$ cat config.mk
export PLATFORM = sky130hd
export DESIGN_NAME = seq_calculator_flat
export DESIGN_NICKNAME = d
export VERILOG_FILES = /design/src/rtl/calc_pkg.sv /design/src/rtl/seq_calculator_if.sv /design/src/rtl/calc_mul_iter.sv /design/src/rtl/seq_calculator.sv /design/src/flat_wrapper.sv
export SDC_FILE = /design/constraint.sdc
export NUM_CORES = 1
export LEC_CHECK = 0
export CORE_ASPECT_RATIO = 0.7
export CORE_MARGIN = 2
export CORE_UTILIZATION = 65
export DETAILED_ROUTE_END_ITERATION = 8
export PLACE_DENSITY_LB_ADDON = 0.15
export SYNTH_ARGS = -nofsm -noshare
export SYNTH_HDL_FRONTEND = slang
export SYNTH_SLANG_ARGS = --single-unit
$ cat constraint.sdc
create_clock -name clk -period 4.66 [get_ports clk]
set_input_delay 0.932 -clock clk [delete_from_list [all_inputs] [get_ports clk]]
set_output_delay 0.932 -clock clk [all_outputs]
set_load 0.03 [all_outputs]
$ cat src/rtl/calc_pkg.sv
// Shared types and helpers for the sequential lab calculator.
package calc_pkg;

   typedef enum logic [2:0] {
      OP_ADD = 3'b000,
      OP_SUB = 3'b001,
      OP_AND = 3'b010,
      OP_OR  = 3'b011,
      OP_XOR = 3'b100,
      OP_MUL = 3'b101,
      OP_SHL = 3'b110,
      OP_INV = 3'b111
   } op_t;

   typedef enum logic [1:0] {
      IDLE = 2'd0,
      EXEC = 2'd1,
      MUL  = 2'd2,
      DONE = 2'd3
   } state_t;

   // Bits of b used as the SHL amount.
   function automatic int unsigned shamt_width(input int unsigned width);
      return (width < 2) ? 1 : $clog2(width);
   endfunction

endpackage

$ cat src/rtl/seq_calculator_if.sv
// Start/done handshake and result bus between the input logic and the calculator.
interface seq_calculator_if
   import calc_pkg::*;
#(
   parameter int unsigned WIDTH = 8
);

   logic             start;
   op_t              op;
   logic [WIDTH-1:0] a;
   logic [WIDTH-1:0] b;
   logic             busy;
   logic             done;
   logic [WIDTH-1:0] result;
   logic             carry;
   logic             zero;
   logic             err;

   modport master (
      output start, op, a, b,
      input  busy, done, result, carry, zero, err
   );

   modport slave (
      input  start, op, a, b,
      output busy, done, result, carry, zero, err
   );

endinterface

$ cat src/rtl/calc_mul_iter.sv
// Iterative shift-add multiplier: one multiplier bit per step, WIDTH steps per product.
module calc_mul_iter #(
   parameter int unsigned WIDTH = 8
) (
   input  logic                 clk,
   input  logic                 reset,
   input  logic                 load,
   input  logic [WIDTH-1:0]     a,
   input  logic [WIDTH-1:0]     b,
   input  logic                 step,
   output logic [2*WIDTH-1:0]   product,
   output logic                 last
);

   localparam int unsigned PW = 2 * WIDTH;
   localparam int unsigned CW = (WIDTH < 2) ? 1 : $clog2(WIDTH);

   logic [PW-1:0]    acc;
   logic [PW-1:0]    mcand;
   logic [WIDTH-1:0] mplier;
   logic [CW-1:0]    cnt;
   logic [PW-1:0]    acc_next;

   // product is the accumulator after the current step, so the caller can
   // capture the final value on the same edge as the last step.
   always_comb begin
      acc_next = acc;
      if (mplier[0]) begin
         acc_next = acc + mcand;
      end
   end

   assign product = acc_next;
   assign last    = (cnt == CW'(WIDTH - 1));

   always_ff @(posedge clk) begin
      if (reset) begin
         acc    <= '0;
         mcand  <= '0;
         mplier <= '0;
         cnt    <= '0;
      end else if (load) begin
         acc    <= '0;
         mcand  <= {{WIDTH{1'b0}}, a};
         mplier <= b;
         cnt    <= '0;
      end else if (step) begin
         acc    <= acc_next;
         mcand  <= mcand << 1;
         mplier <= mplier >> 1;
         cnt    <= cnt + CW'(1);
      end
   end

endmodule

$ cat src/rtl/seq_calculator.sv
// Clocked calculator: single-cycle ALU ops, iterative multiply, start/done handshake.
module seq_calculator
   import calc_pkg::*;
#(
   parameter int unsigned WIDTH = 8
) (
   input  logic            clk,
   input  logic            reset,
   seq_calculator_if.slave bus
);

   localparam int unsigned SW = shamt_width(WIDTH);

   state_t           state;
   logic [WIDTH-1:0] a_q;
   logic [WIDTH-1:0] b_q;
   op_t              op_q;
   logic             busy_q;
   logic             done_q;
   logic [WIDTH-1:0] result_q;
   logic             carry_q;
   logic             zero_q;
   logic             err_q;

   logic [WIDTH-1:0]   alu_res;
   logic               alu_carry;
   logic               alu_err;
   logic [WIDTH:0]     sum;
   logic [WIDTH:0]     diff;
   logic [WIDTH:0]     shl_ext;
   logic [SW-1:0]      shamt;

   logic               mul_load;
   logic               mul_step;
   logic [2*WIDTH-1:0] mul_prod;
   logic               mul_last;

   // Single-cycle ALU on the captured operands.
   always_comb begin
      alu_res   = '0;
      alu_carry = 1'b0;
      alu_err   = 1'b0;
      sum       = {1'b0, a_q} + {1'b0, b_q};
      diff      = {1'b0, a_q} - {1'b0, b_q};
      shamt     = b_q[SW-1:0];
      shl_ext   = {1'b0, a_q} << shamt;
      case (op_q)
         OP_ADD: begin
            alu_res   = sum[WIDTH-1:0];
            alu_carry = sum[WIDTH];
         end
         OP_SUB: begin
            alu_res   = diff[WIDTH-1:0];
            alu_carry = diff[WIDTH];
         end
         OP_AND: alu_res = a_q & b_q;
         OP_OR:  alu_res = a_q | b_q;
         OP_XOR: alu_res = a_q ^ b_q;
         OP_SHL: begin
            alu_res   = shl_ext[WIDTH-1:0];
            alu_carry = (shamt != '0) ? shl_ext[WIDTH] : 1'b0;
         end
         default: alu_err = 1'b1;
      endcase
   end

   assign mul_load = (state == IDLE) && bus.start && (bus.op == OP_MUL);
   assign mul_step = (state == MUL);

   calc_mul_iter #(.WIDTH(WIDTH)) u_mul (
      .clk     (clk),
      .reset   (reset),
      .load    (mul_load),
      .a       (bus.a),
      .b       (bus.b),
      .step    (mul_step),
      .product (mul_prod),
      .last    (mul_last)
   );

   // Control FSM; flags only change on the transition into DONE.
   always_ff @(posedge clk) begin
      if (reset) begin
         state    <= IDLE;
         a_q      <= '0;
         b_q      <= '0;
         op_q     <= OP_ADD;
         busy_q   <= 1'b0;
         done_q   <= 1'b0;
         result_q <= '0;
         carry_q  <= 1'b0;
         zero_q   <= 1'b1;
         err_q    <= 1'b0;
      end else begin
         done_q <= 1'b0;
         case (state)
            IDLE: begin
               if (bus.start) begin
                  a_q    <= bus.a;
                  b_q    <= bus.b;
                  op_q   <= bus.op;
                  busy_q <= 1'b1;
                  state  <= (bus.op == OP_MUL) ? MUL : EXEC;
               end
            end
            EXEC: begin
               result_q <= alu_res;
               carry_q  <= alu_carry;
               zero_q   <= (alu_res == '0);
               err_q    <= alu_err;
               busy_q   <= 1'b0;
               done_q   <= 1'b1;
               state    <= DONE;
            end
            MUL: begin
               if (mul_last) begin
                  result_q <= mul_prod[WIDTH-1:0];
                  carry_q  <= |mul_prod[2*WIDTH-1:WIDTH];
                  zero_q   <= (mul_prod[WIDTH-1:0] == '0);
                  err_q    <= 1'b0;
                  busy_q   <= 1'b0;
                  done_q   <= 1'b1;
                  state    <= DONE;
               end
            end
            DONE:    state <= IDLE;
            default: state <= IDLE;
         endcase
      end
   end

   assign bus.busy   = busy_q;
   assign bus.done   = done_q;
   assign bus.result = result_q;
   assign bus.carry  = carry_q;
   assign bus.zero   = zero_q;
   assign bus.err    = err_q;

endmodule

$ cat src/flat_wrapper.sv
// flat-port wrapper written by rule: the top's interface ports become plain ports
module seq_calculator_flat import calc_pkg::*;
#(
   parameter int unsigned WIDTH = 8
)
  (clk, reset, bus_start, bus_op, bus_a, bus_b, bus_busy, bus_done, bus_result, bus_carry, bus_zero, bus_err);
  seq_calculator_if #(.WIDTH(WIDTH)) bus_i ();
  input  logic clk;
  input  logic reset;
  input wire logic [$bits(bus_i.start)-1:0] bus_start;
  input wire logic [$bits(bus_i.op)-1:0] bus_op;
  input wire logic [$bits(bus_i.a)-1:0] bus_a;
  input wire logic [$bits(bus_i.b)-1:0] bus_b;
  output wire logic [$bits(bus_i.busy)-1:0] bus_busy;
  output wire logic [$bits(bus_i.done)-1:0] bus_done;
  output wire logic [$bits(bus_i.result)-1:0] bus_result;
  output wire logic [$bits(bus_i.carry)-1:0] bus_carry;
  output wire logic [$bits(bus_i.zero)-1:0] bus_zero;
  output wire logic [$bits(bus_i.err)-1:0] bus_err;
  assign bus_i.start = bus_start;
  assign bus_i.op = bus_op;
  assign bus_i.a = bus_a;
  assign bus_i.b = bus_b;
  assign bus_busy = bus_i.busy;
  assign bus_done = bus_i.done;
  assign bus_result = bus_i.result;
  assign bus_carry = bus_i.carry;
  assign bus_zero = bus_i.zero;
  assign bus_err = bus_i.err;
  seq_calculator #(.WIDTH(WIDTH)) u_core (.clk(clk), .reset(reset), .bus(bus_i));
endmodule
After elaboration in Yosys (flattened, before gate mapping)
Index checks and enable logic that the tools add are counted.
{"block": "op_classes", "add_sub_neg": 4, "eq_ne": 12, "n_shift": 1, "muxes": 25, "n_bitwise": 3, "reduce_logical": 17}
{"cell": "$pmux W8 S6", "n": 1}
{"cell": "$mux W8", "n": 5}
{"cell": "$add A16 B16 Y16", "n": 1}
{"cell": "$logic_not A8 Y1", "n": 2}
{"cell": "$mux W16", "n": 1}
{"cell": "$pmux W8 S2", "n": 1}
{"cell": "$eq A3 B3 Y1 const B", "n": 4}
{"cell": "$add A8 B8 Y9", "n": 1}
{"cell": "$shl A8 B3 Y9", "n": 1}
{"cell": "$sub A8 B8 Y9", "n": 1}
{"cell": "$and A8 B8 Y8", "n": 1}
{"cell": "$or A8 B8 Y8", "n": 1}
{"cell": "$pmux W1 S2", "n": 4}
{"cell": "$pmux W2 S4", "n": 1}
{"cell": "$reduce_or A8 Y1", "n": 1}
{"cell": "$xor A8 B8 Y8", "n": 1}
{"cell": "$mux W1", "n": 7}
{"cell": "$eq A3 B2 Y1 const B", "n": 2}
{"cell": "$mux W2", "n": 3}
{"cell": "$pmux W1 S3", "n": 2}
{"cell": "$reduce_and A2 Y1", "n": 3}
{"cell": "$reduce_bool A3 Y1", "n": 2}
{"cell": "$reduce_or A6 Y1", "n": 1}
{"cell": "$eq A2 B2 Y1 const B", "n": 2}
{"cell": "10 further kinds", "n": 13}
{"block": "word_totals", "reg_bits": 77, "in_bits": 22, "output_inout_bits": 13, "elab_cells": 77}

Logic depth before layout (Yosys ltp)
Gate-level depths: netlist (run 1).
{"block": "logic_depth", "word_depth": 5, "depth_mapped": 11, "ltp_nobuf": 11}

Modules after synthesis
A second synthesis (run 1) with hierarchy kept.
{"block": "unflattened", "hier_cells": 678, "hier_area_um2": 5562.8}
{"mod": "seq_calculator", "n_inst": 1, "cells_per_inst": 378, "area_each_um2": 2975.4, "seq_area_each_um2": 680.7}
{"mod": "calc_mul_iter", "n_inst": 1, "cells_per_inst": 300, "area_each_um2": 2587.5, "seq_area_each_um2": 860.8}

Worst setup path before layout (run 1)
Ideal clock, no wire load.
{"block": "synth_path", "kind": "reg2reg", "from": "register u_core.u_mul.acc[0]", "to": "register u_core.carry_q, in the netlist u_core.bus.carry", "setup_ns": 0.137, "arrival_time_ns": 2.351, "t_required_ns": 4.523, "path_slack_ns": 2.172, "path_stages_with_launch": 11, "path_buffers": 0, "synth_period_minus_slack_ns": 2.488, "cell_sequence": "dfxtp_1 -> ha_1 -> fa_1 -> a21oi_1 -> o22ai_1 -> o221ai_1 -> nor2_1 -> o21ai_0 -> mux2_2 -> nand2_1 -> a41oi_1"}
{"block": "synth_between", "elab_chain_cells": 5}
{"item": "start: declaration", "line": "calc_mul_iter.sv:18", "rtl": "logic [PW-1:0] acc;"}
{"item": "start signal: assignment", "line": "calc_mul_iter.sv:48", "rtl": "acc <= acc_next;"}
{"item": "$add A16 B16 Y16", "line": "calc_mul_iter.sv:29", "rtl": "acc_next = acc + mcand;"}
{"item": "$mux W16", "line": "calc_mul_iter.sv:28", "rtl": "if (mplier[0]) begin"}
{"item": "$reduce_or A8 Y1", "line": "seq_calculator.sv:118", "rtl": "carry_q <= |mul_prod[2*WIDTH-1:WIDTH];"}
{"item": "$mux W1", "line": "seq_calculator.sv:116", "rtl": "if (mul_last) begin"}
{"item": "$pmux W1 S2", "line": "seq_calculator.sv:96", "rtl": "case (state)"}
{"item": "end signal: assignment", "line": "seq_calculator.sv:108", "rtl": "carry_q <= alu_carry;"}
{"item": "end signal: assignment", "line": "seq_calculator.sv:118"}
{"item": "end: declaration", "line": "seq_calculator.sv:21", "rtl": "logic carry_q;"}
No other way between the ends. The select of a mux whose other input is x is not followed.
A chain may end at the register's enable or synchronous reset.

Final worst setup path (run 1)
{"block": "layout_path", "from": "register u_core.b_q[1]", "to": "register u_core.zero_q, in the netlist u_core.bus.zero"}
{"block": "layout_between", "elab_chain_cells": 4, "elab_cells_between_ends": 9, "classes_between": "2 x add/sub; 1 x shift; 2 x mux; 3 x bitwise; 1 x reduce/logical"}
{"item": "start: declaration", "line": "seq_calculator.sv:16", "rtl": "logic [WIDTH-1:0] b_q;"}
{"item": "start signal: assignment", "line": "seq_calculator.sv:100", "rtl": "b_q <= bus.b;"}
{"item": "$sub A8 B8 Y9, or another cell as far along", "line": "seq_calculator.sv:44", "rtl": "diff = {1'b0, a_q} - {1'b0, b_q};"}
{"item": "$pmux W8 S6 *", "line": "seq_calculator.sv:47", "rtl": "case (op_q)"}
{"item": "$logic_not A8 Y1 *", "line": "seq_calculator.sv:109", "rtl": "zero_q <= (alu_res == '0);"}
{"item": "$pmux W1 S2 *", "line": "seq_calculator.sv:96"}
{"item": "end signal: assignment", "line": "seq_calculator.sv:109"}
{"item": "end signal: assignment", "line": "seq_calculator.sv:119", "rtl": "zero_q <= (mul_prod[WIDTH-1:0] == '0);"}
{"item": "end: declaration", "line": "seq_calculator.sv:22", "rtl": "logic zero_q;"}
Every way passes the cells marked *; elsewhere a longest branch is shown, timed or not.

==> impl_metrics.json, run 1 <==
{
  "status": "finished with violations",
  "violations": "DRC",
  "die_x_microns": 113.2,
  "crit_path_max_incr_delay_ns": 0.80,
  "die_area_sq_um": 9101,
  "fin_crit_sh": 0.6979,
  "cts-root-buf": "clkbuf_16",
  "clockBufferDepth": 2,
  "dp_cells": 786,
  "yosys-top-cells-area": "dfxtp_1 28%, ha_1 11%, mux2i_1 7.6%",
  "final.setup.tns_ns": 0,
  "maxSlewViolCount": 0,
  "ant_nets": 0,
  "holdCritPathClass": "reg -> reg",
  "cts_setup_buffers": 0,
  "maxSlewHeadroom": 0.3818,
  "final_cell_count_no_fill": 801,
  "drc_errors": 3,
  "p_clk_frac": 0.248,
  "hpwl_microns": 11960,
  "grt_first_pass_wirelength_microns": 26070,
  "syn_inst": 687,
  "path_cells": "inv_1 -> ha_1 -> nor3_1 -> o311ai_0 -> nand4_1 -> xor2_1 -> o2111ai_1 -> nand4bb_1 -> o31ai_1 -> a21o_1",
  "synth_xor_area_frac": 0.02584,
  "synthTopCellsByCount": "89 x nand2_1, 77 x dfxtp_1, 70 x a21oi_1",
  "leakage_uw": 0.002274,
  "cp_top_family": "flip-flops",
  "cts_hold_buf": 0,
  "cts_buffers": 9,
  "grt_setup_unrepaired": "no",
  "synth-seq-cells": 77,
  "antenna_found_initial": 0,
  "portBuffers": 34,
  "core_sq_um": 7973,
  "synth_fa_ha_area_frac": 0.1218,
  "cts_sinks": 77,
  "synth_edf_count": 0,
  "pwr-share-comb": 0.446,
  "syn_to_final_growth_pct": 11.86,
  "use_met2": 0.5341,
  "fin_ws_ns": 1.408,
  "peakVddDrop_uv": 390.4,
  "skew_ns": 0.005788,
  "start_util": 0.6802,
  "viasPerCell": 6.667,
  "ys_warn_count": 0,
  "busiest_layer": "met1",
  "synth_top_area_share": 0.2843,
  "synth-compound-area-share": 0.2372,
  "synth_ff_type": "dfxtp_1",
  "cts-resized-gates": 0,
  "num_antenna_cells": 0,
  "maxCapViolCount": 0,
  "met1_usage": 0.5401,
  "worst-path-buf-inv": 1,
  "track_usage": 0.3691,
  "htreeDepth": 3,
  "synthArstFlopShare": 0,
  "place_congestion": 1.096,
  "synth_most_common_cell": "nand2_1",
  "crit_arrival_ns": 3.53,
  "clk-insertion-delay-late_ns": 0.34,
  "worstSetupPathType": "reg -> reg",
  "clk_pin_slew_worst_paths_ns": 0.06,
  "grt_pass1_vias": 4975,
  "grt_start_max_net_pins": 53,
  "synth_top_family_by_area": "compound AO/OA/AOI/OAI gates",
  "first_pass_iters": 7,
  "wl_per_cell_microns": 20.19,
  "wl_microns": 16170,
  "critical_path_required_ns": 4.94,
  "synth_nets": 760,
  "cts_tree": "built",
  "swShare": 0.4224,
  "met3_usage": 0.09736,
  "worst_setup_path_start_kind": "flop",
  "post-place-ws_ns": 1.351,
  "synthMuxAreaShare": 0.08399,
  "final_area_sq_um": 6066,
  "final_nets": 769,
  "p_switching_uw": 1289,
  "rows": 27,
  "slowest_stage": "dfxtp_1",
  "synth_area_leader_cell": "dfxtp_1",
  "fin_crit_ns": 3.252,
  "grt_overflow_total": 0,
  "timing_hold_violations_final": 0,
  "worstMarginPinSlew_ns": 0.9273,
  "yosys.area_share.simple": 0.1931,
  "syn_avg_cell_area_sq_um": 7.893,
  "vias": 5340,
  "fmax_ghz": 0.3075,
  "dpl_cell_area_sq_um": 5746,
  "p_seq_frac": 0.306,
  "p_int_uw": 1762,
  "finalSetupViolations": 0,
  "ios": 35,
  "synth_area_sq_um": 5423,
  "die_h_microns": 80.42,
  "first_iter_violations": 784,
  "ys_seq_area_frac": 0.2843,
  "drive_gt1_frac": 0.04143,
  "powerDensity_nw_per_um2": 503.0,
  "endpoint_kind": "flop",
  "synthDistinctLibCells": 62,
  "power_uw": 3051,
  "path_max_fanout": 19
}
-- kinds of logic after synthesis --
logic type                 Yosys count
AOI/OAI and AO/OA                  200
xor gates and xnor gates            16
adders and majority gates           51
buffers and inverters               72
DFF                                 77
muxes                               44
and+or+nand+nor                    227
-- worst paths after layout --
check | end | depth (start not counted) | startpoint | slack [ns]
min reg2reg | u_core.bus.result[5]$_SDFFE_PP0P_ | 2 | u_core.bus.result[5]$_SDFFE_PP0P_ | 0.46
min | u_core.bus.result[5]$_SDFFE_PP0P_ | 2 | u_core.bus.result[5]$_SDFFE_PP0P_ | 0.46
max | u_core.bus.zero$_SDFFE_PP1P_ | 10 | u_core.b_q[1]$_SDFFE_PP0P_ | 1.41
max reg2reg | u_core.bus.zero$_SDFFE_PP1P_ | 10 | u_core.b_q[1]$_SDFFE_PP0P_ | 1.41
-- power by group through the flow --
stage	sequential [uW]	combinational [uW]	clock, uW
2_1_floorplan	933	944	0
3_3_place_gp	925	1270	0
3_5_place_dp	935	1300	0
4_1_cts	923	1320	758
5_1_grt	944	1480	787
6_report	933	1360	758
-- flip-flops by register name, indices dropped and copies added, names as in the netlist --
name,flops
u_core.bus.zero,1
u_core.u_mul.acc,16
u_core.op_q,3
u_core.a_q,8
u_core.u_mul.mcand,16
u_core.bus.err,1
u_core.bus.result,8
u_core.bus.done,1
u_core.bus.busy,1
u_core.u_mul.mplier,8
u_core.u_mul.cnt,3
u_core.b_q,8
u_core.state,2
u_core.bus.carry,1
-- layer usage --
layer,share of wire,vias up
met1,0.46,2515
met2,0.40,307
met3,0.12,40
met4,0.020,0
li1,-,2478
met5,0,-
-- stage by stage --
step / hold WS (ns) / util
detailed placement: 0.4534 / 0.7207
floorplan: 0.4536 / -
CTS: 0.4618 / 0.7608
global placement: 0.4406 / 0.7207
global route: 0.4780 / 0.7608
finish: 0.4593 / 0.7608
-- worst min-delay path, cell delays in order (launching register included) --
cell and delay [ns]:
dfxtp_1 0.31, nand2_1 0.05, a21oi_1 0.05
-- area by class of cell --
class / count / area, sq um
Tap cell: 101 / 126.4
Inverter: 32 / 120.1
Fill cell: 563 / 1907
Sequential cell: 77 / 1541
Multi-Input combinational cell: 538 / 3592
Clock buffer: 9 / 225.2
Timing Repair Buffer: 38 / 365.4
Clock inverter: 6 / 95.09
-- cell usage in the layout (no fill, tap or decap), types with 3 or more instances in the layout --
cell / count
o21ai_0: 31
nand4b_1: 3
clkdlybuf4s50_1: 33
o221ai_1: 3
o211ai_1: 14
buf_4: 4
o21a_1: 3
a311o_1: 3
a21oi_1: 70
mux2i_1: 41
or3_1: 5
o31ai_1: 5
xnor2_1: 10
nand3_1: 14
xor2_1: 6
and4_1: 5
clkbuf_16: 9
nor2_1: 66
nor2b_1: 10
o21bai_1: 4
dfxtp_1: 77
o2111ai_1: 3
nand2_1: 89
a31oi_1: 8
a22oi_1: 10
nand2b_1: 11
nor3_1: 10
fa_1: 3
ha_1: 47
inv_1: 31
a211oi_1: 22
a21o_1: 6
(Power assumes the default switching activity.)
==> run 2, diff against run 1 <==
- CORE_UTILIZATION: 65 -> 60
- clock period: 4.66 -> 3.2 ns (I/O delays scaled with it)
==> run 2 against run 1 <==
Against the previous run: the run now ends clean; first-iteration DRC count shrank 7.9%; setup slack got worse by 1.1 ns; clock skew up 0.0032 ns; combinational power increased by 49%; utilization decreased by 4.5 points; critical path depth stayed put; die area up 8.0%; sequential share of layout area fell by 0.43 points; hold slack got worse by 0.0086 ns; sequential cell count did not move; largest cell class unchanged; largest power group unchanged.
==> impl_metrics.json, run 2 (synthesized netlist as in run 1, its figures left out) <==
{
  "clockBufferDepth": 2,
  "leakage_uw": 0.002334,
  "peakVddDrop_uv": 606.7,
  "fmax_ghz": 0.3405,
  "htreeDepth": 3,
  "fin_crit_ns": 2.937,
  "slowest_stage": "fa_1",
  "fin_ws_ns": 0.2634,
  "cts-root-buf": "clkbuf_16",
  "vias": 5291,
  "fill_cells": 684,
  "final_common_cell": "nand2_1",
  "clk-insertion-delay-late_ns": 0.34,
  "die_x_microns": 117.6,
  "portBuffers": 34,
  "power_uw": 4422,
  "first_pass_iters": 5,
  "cts_setup_buffers": 0,
  "hold_start": "u_core.bus.result[5]$_SDFFE_PP0P_",
  "worstSetupPathType": "reg -> reg",
  "fin_crit_sh": 0.9177,
  "wl_microns": 16040,
  "cts_sinks": 77,
  "dpl_cell_area_sq_um": 5859,
  "worst-path-buf-inv": 0,
  "utilization": 0.7160,
  "rrSetupSlack_ns": 0.26,
  "post-place-ws_ns": 0.3808,
  "place_congestion": 1.035,
  "critical_path_required_ns": 3.40,
  "drive_gt1_frac": 0.05750,
  "num_antenna_cells": 0,
  "crit_arrival_ns": 3.14,
  "maxSlewHeadroom": 0.3775,
  "crit_path_max_incr_delay_ns": 0.43,
  "worstMarginPinSlew_ns": 0.9325,
  "drc_errors": 0,
  "final_area_sq_um": 6171,
  "start_util": 0.6292,
  "ios": 35,
  "ant_nets": 0,
  "syn_to_final_growth_pct": 13.80,
  "maxSlewViolCount": 0,
  "viasPerCell": 6.352,
  "track_usage": 0.3277,
  "min_delay_path_depth": 2,
  "grt_pass1_vias": 4852,
  "timing_hold_violations_final": 0,
  "startpoint": "u_core.u_mul.mcand[0]$_SDFFE_PP0P_",
  "final.setup.tns_ns": 0,
  "cts_tree": "built",
  "wl_per_cell_microns": 19.25,
  "worst_setup_path_start_kind": "flop",
  "maxCapViolCount": 0,
  "cts_hold_buf": 0,
  "cp_top_family": "compound AO/OA/AOI/OAI gates",
  "reg2reg_to": "u_core.bus.carry$_SDFFE_PP0P_",
  "endpoint_kind": "flop",
  "grt_first_pass_wirelength_microns": 25620,
  "cts_buffers": 9,
  "die_area_sq_um": 9826,
  "first_iter_violations": 722,
  "powerDensity_nw_per_um2": 716.6,
  "finalSetupViolations": 0,
  "path_max_fanout": 4,
  "grt_overflow_total": 0,
  "core_sq_um": 8618,
  "hpwl_microns": 12270,
  "skew_ns": 0.009037,
  "most-common-layout-cells": "89 x nand2_1, 77 x dfxtp_1, 70 x a21oi_1, 66 x nor2_1, 47 x ha_1",
  "die_h_microns": 83.54,
  "cts-resized-gates": 0,
  "antenna_found_initial": 0,
  "critPathMostFrequentCell": "a21oi_1",
  "holdCritPathClass": "reg -> reg",
  "final_nets": 781,
  "grt_setup_unrepaired": "no",
  "rows": 28,
  "status": "finished clean",
  "largestRegisters": "u_core.u_mul.acc (16), u_core.u_mul.mcand (16)",
  "r2r.worst_path.cells": 10,
  "reg2reg_from": "u_core.u_mul.mcand[0]$_SDFFE_PP0P_",
  "hold_path_end": "u_core.bus.result[5]$_SDFFE_PP0P_",
  "path_cells": "ha_1 -> fa_1 -> a21oi_1 -> o22ai_1 -> o221ai_1 -> xor2_1 -> o311a_1 -> a21oi_1 -> nor4b_1 -> a41oi_1",
  "grt_start_max_net_pins": 32,
  "clk_pin_slew_worst_paths_ns": 0.06
}
[run 2: cell count changes in the layout (fill, tap and decap cells not counted)]
cell,change
buf_4,+12
clkinv_4,+1
clkbuf_1,+1
bufinv_16,-1
inv_8,-1
clkinvlp_4,-1
clkbuf_8,+2
[run 2: metrics by stage]
stage,hold slack [ns],std cells
final,0.4507,833
after global routing,0.4699,833
after CTS,0.4546,833
after detailed placement,0.4446,817
after global placement,0.4383,817
after floorplan,0.4536,687
[run 2: power breakdown]
part	internal [uW]	switching, uW	leakage (uW)	total, uW
registers	1140	198	0.000627	1340
logic	786	1240	0.00156	2030
clock network	651	407	0.000149	1060
total	2570	1850	0.00233	4420
[run 2: area by class of cell]
| cell class | instances | area [sq um] | share of cell area |
|---|---|---|---|
| Clock buffer | 12 | 256.5 | 0.04157 |
| Clock inverter | 4 | 55.05 | 0.008921 |
| Inverter | 32 | 120.1 | 0.01946 |
| Multi-Input combinational cell | 538 | 3592 | 0.5821 |
| Sequential cell | 77 | 1541 | 0.2498 |
| Tap cell | 120 | 150.1 | 0.02433 |
| Timing Repair Buffer | 50 | 455.4 | 0.07380 |
[run 2: worst register-to-register path: cells and delay by family (launching register included)]
kind            cells  cell delay [ns]
flops               1             0.33
fa+ha+maj           2             0.67
compound gates      6             1.21
simple gates        1             0.37
xor+xnor            1             0.23
[run 2: worst max path at each step]
| stage | slack [ns] | endpoint | depth (start not counted) |
|---|---|---|---|
| after global routing | 0.11 | u_core.bus.carry$_SDFFE_PP0P_ | 10 |
| after floorplan | 0.71 | u_core.bus.carry$_SDFFE_PP0P_ | 10 |
| final | 0.26 | u_core.bus.carry$_SDFFE_PP0P_ | 10 |
| after detailed placement | 0.38 | u_core.bus.carry$_SDFFE_PP0P_ | 10 |
| after global placement | 0.51 | u_core.bus.carry$_SDFFE_PP0P_ | 10 |
| after CTS | 0.35 | u_core.bus.carry$_SDFFE_PP0P_ | 10 |
[run 2: per-layer routing]
metal | vias up | share of wire | GRT usage
li1 | 2510 | - | -
met4 | 0 | 0.017 | 0.08215
met3 | 26 | 0.11 | 0.08470
met1 | 2483 | 0.47 | 0.4786
met2 | 272 | 0.41 | 0.4773
met5 | - | 0 | 0
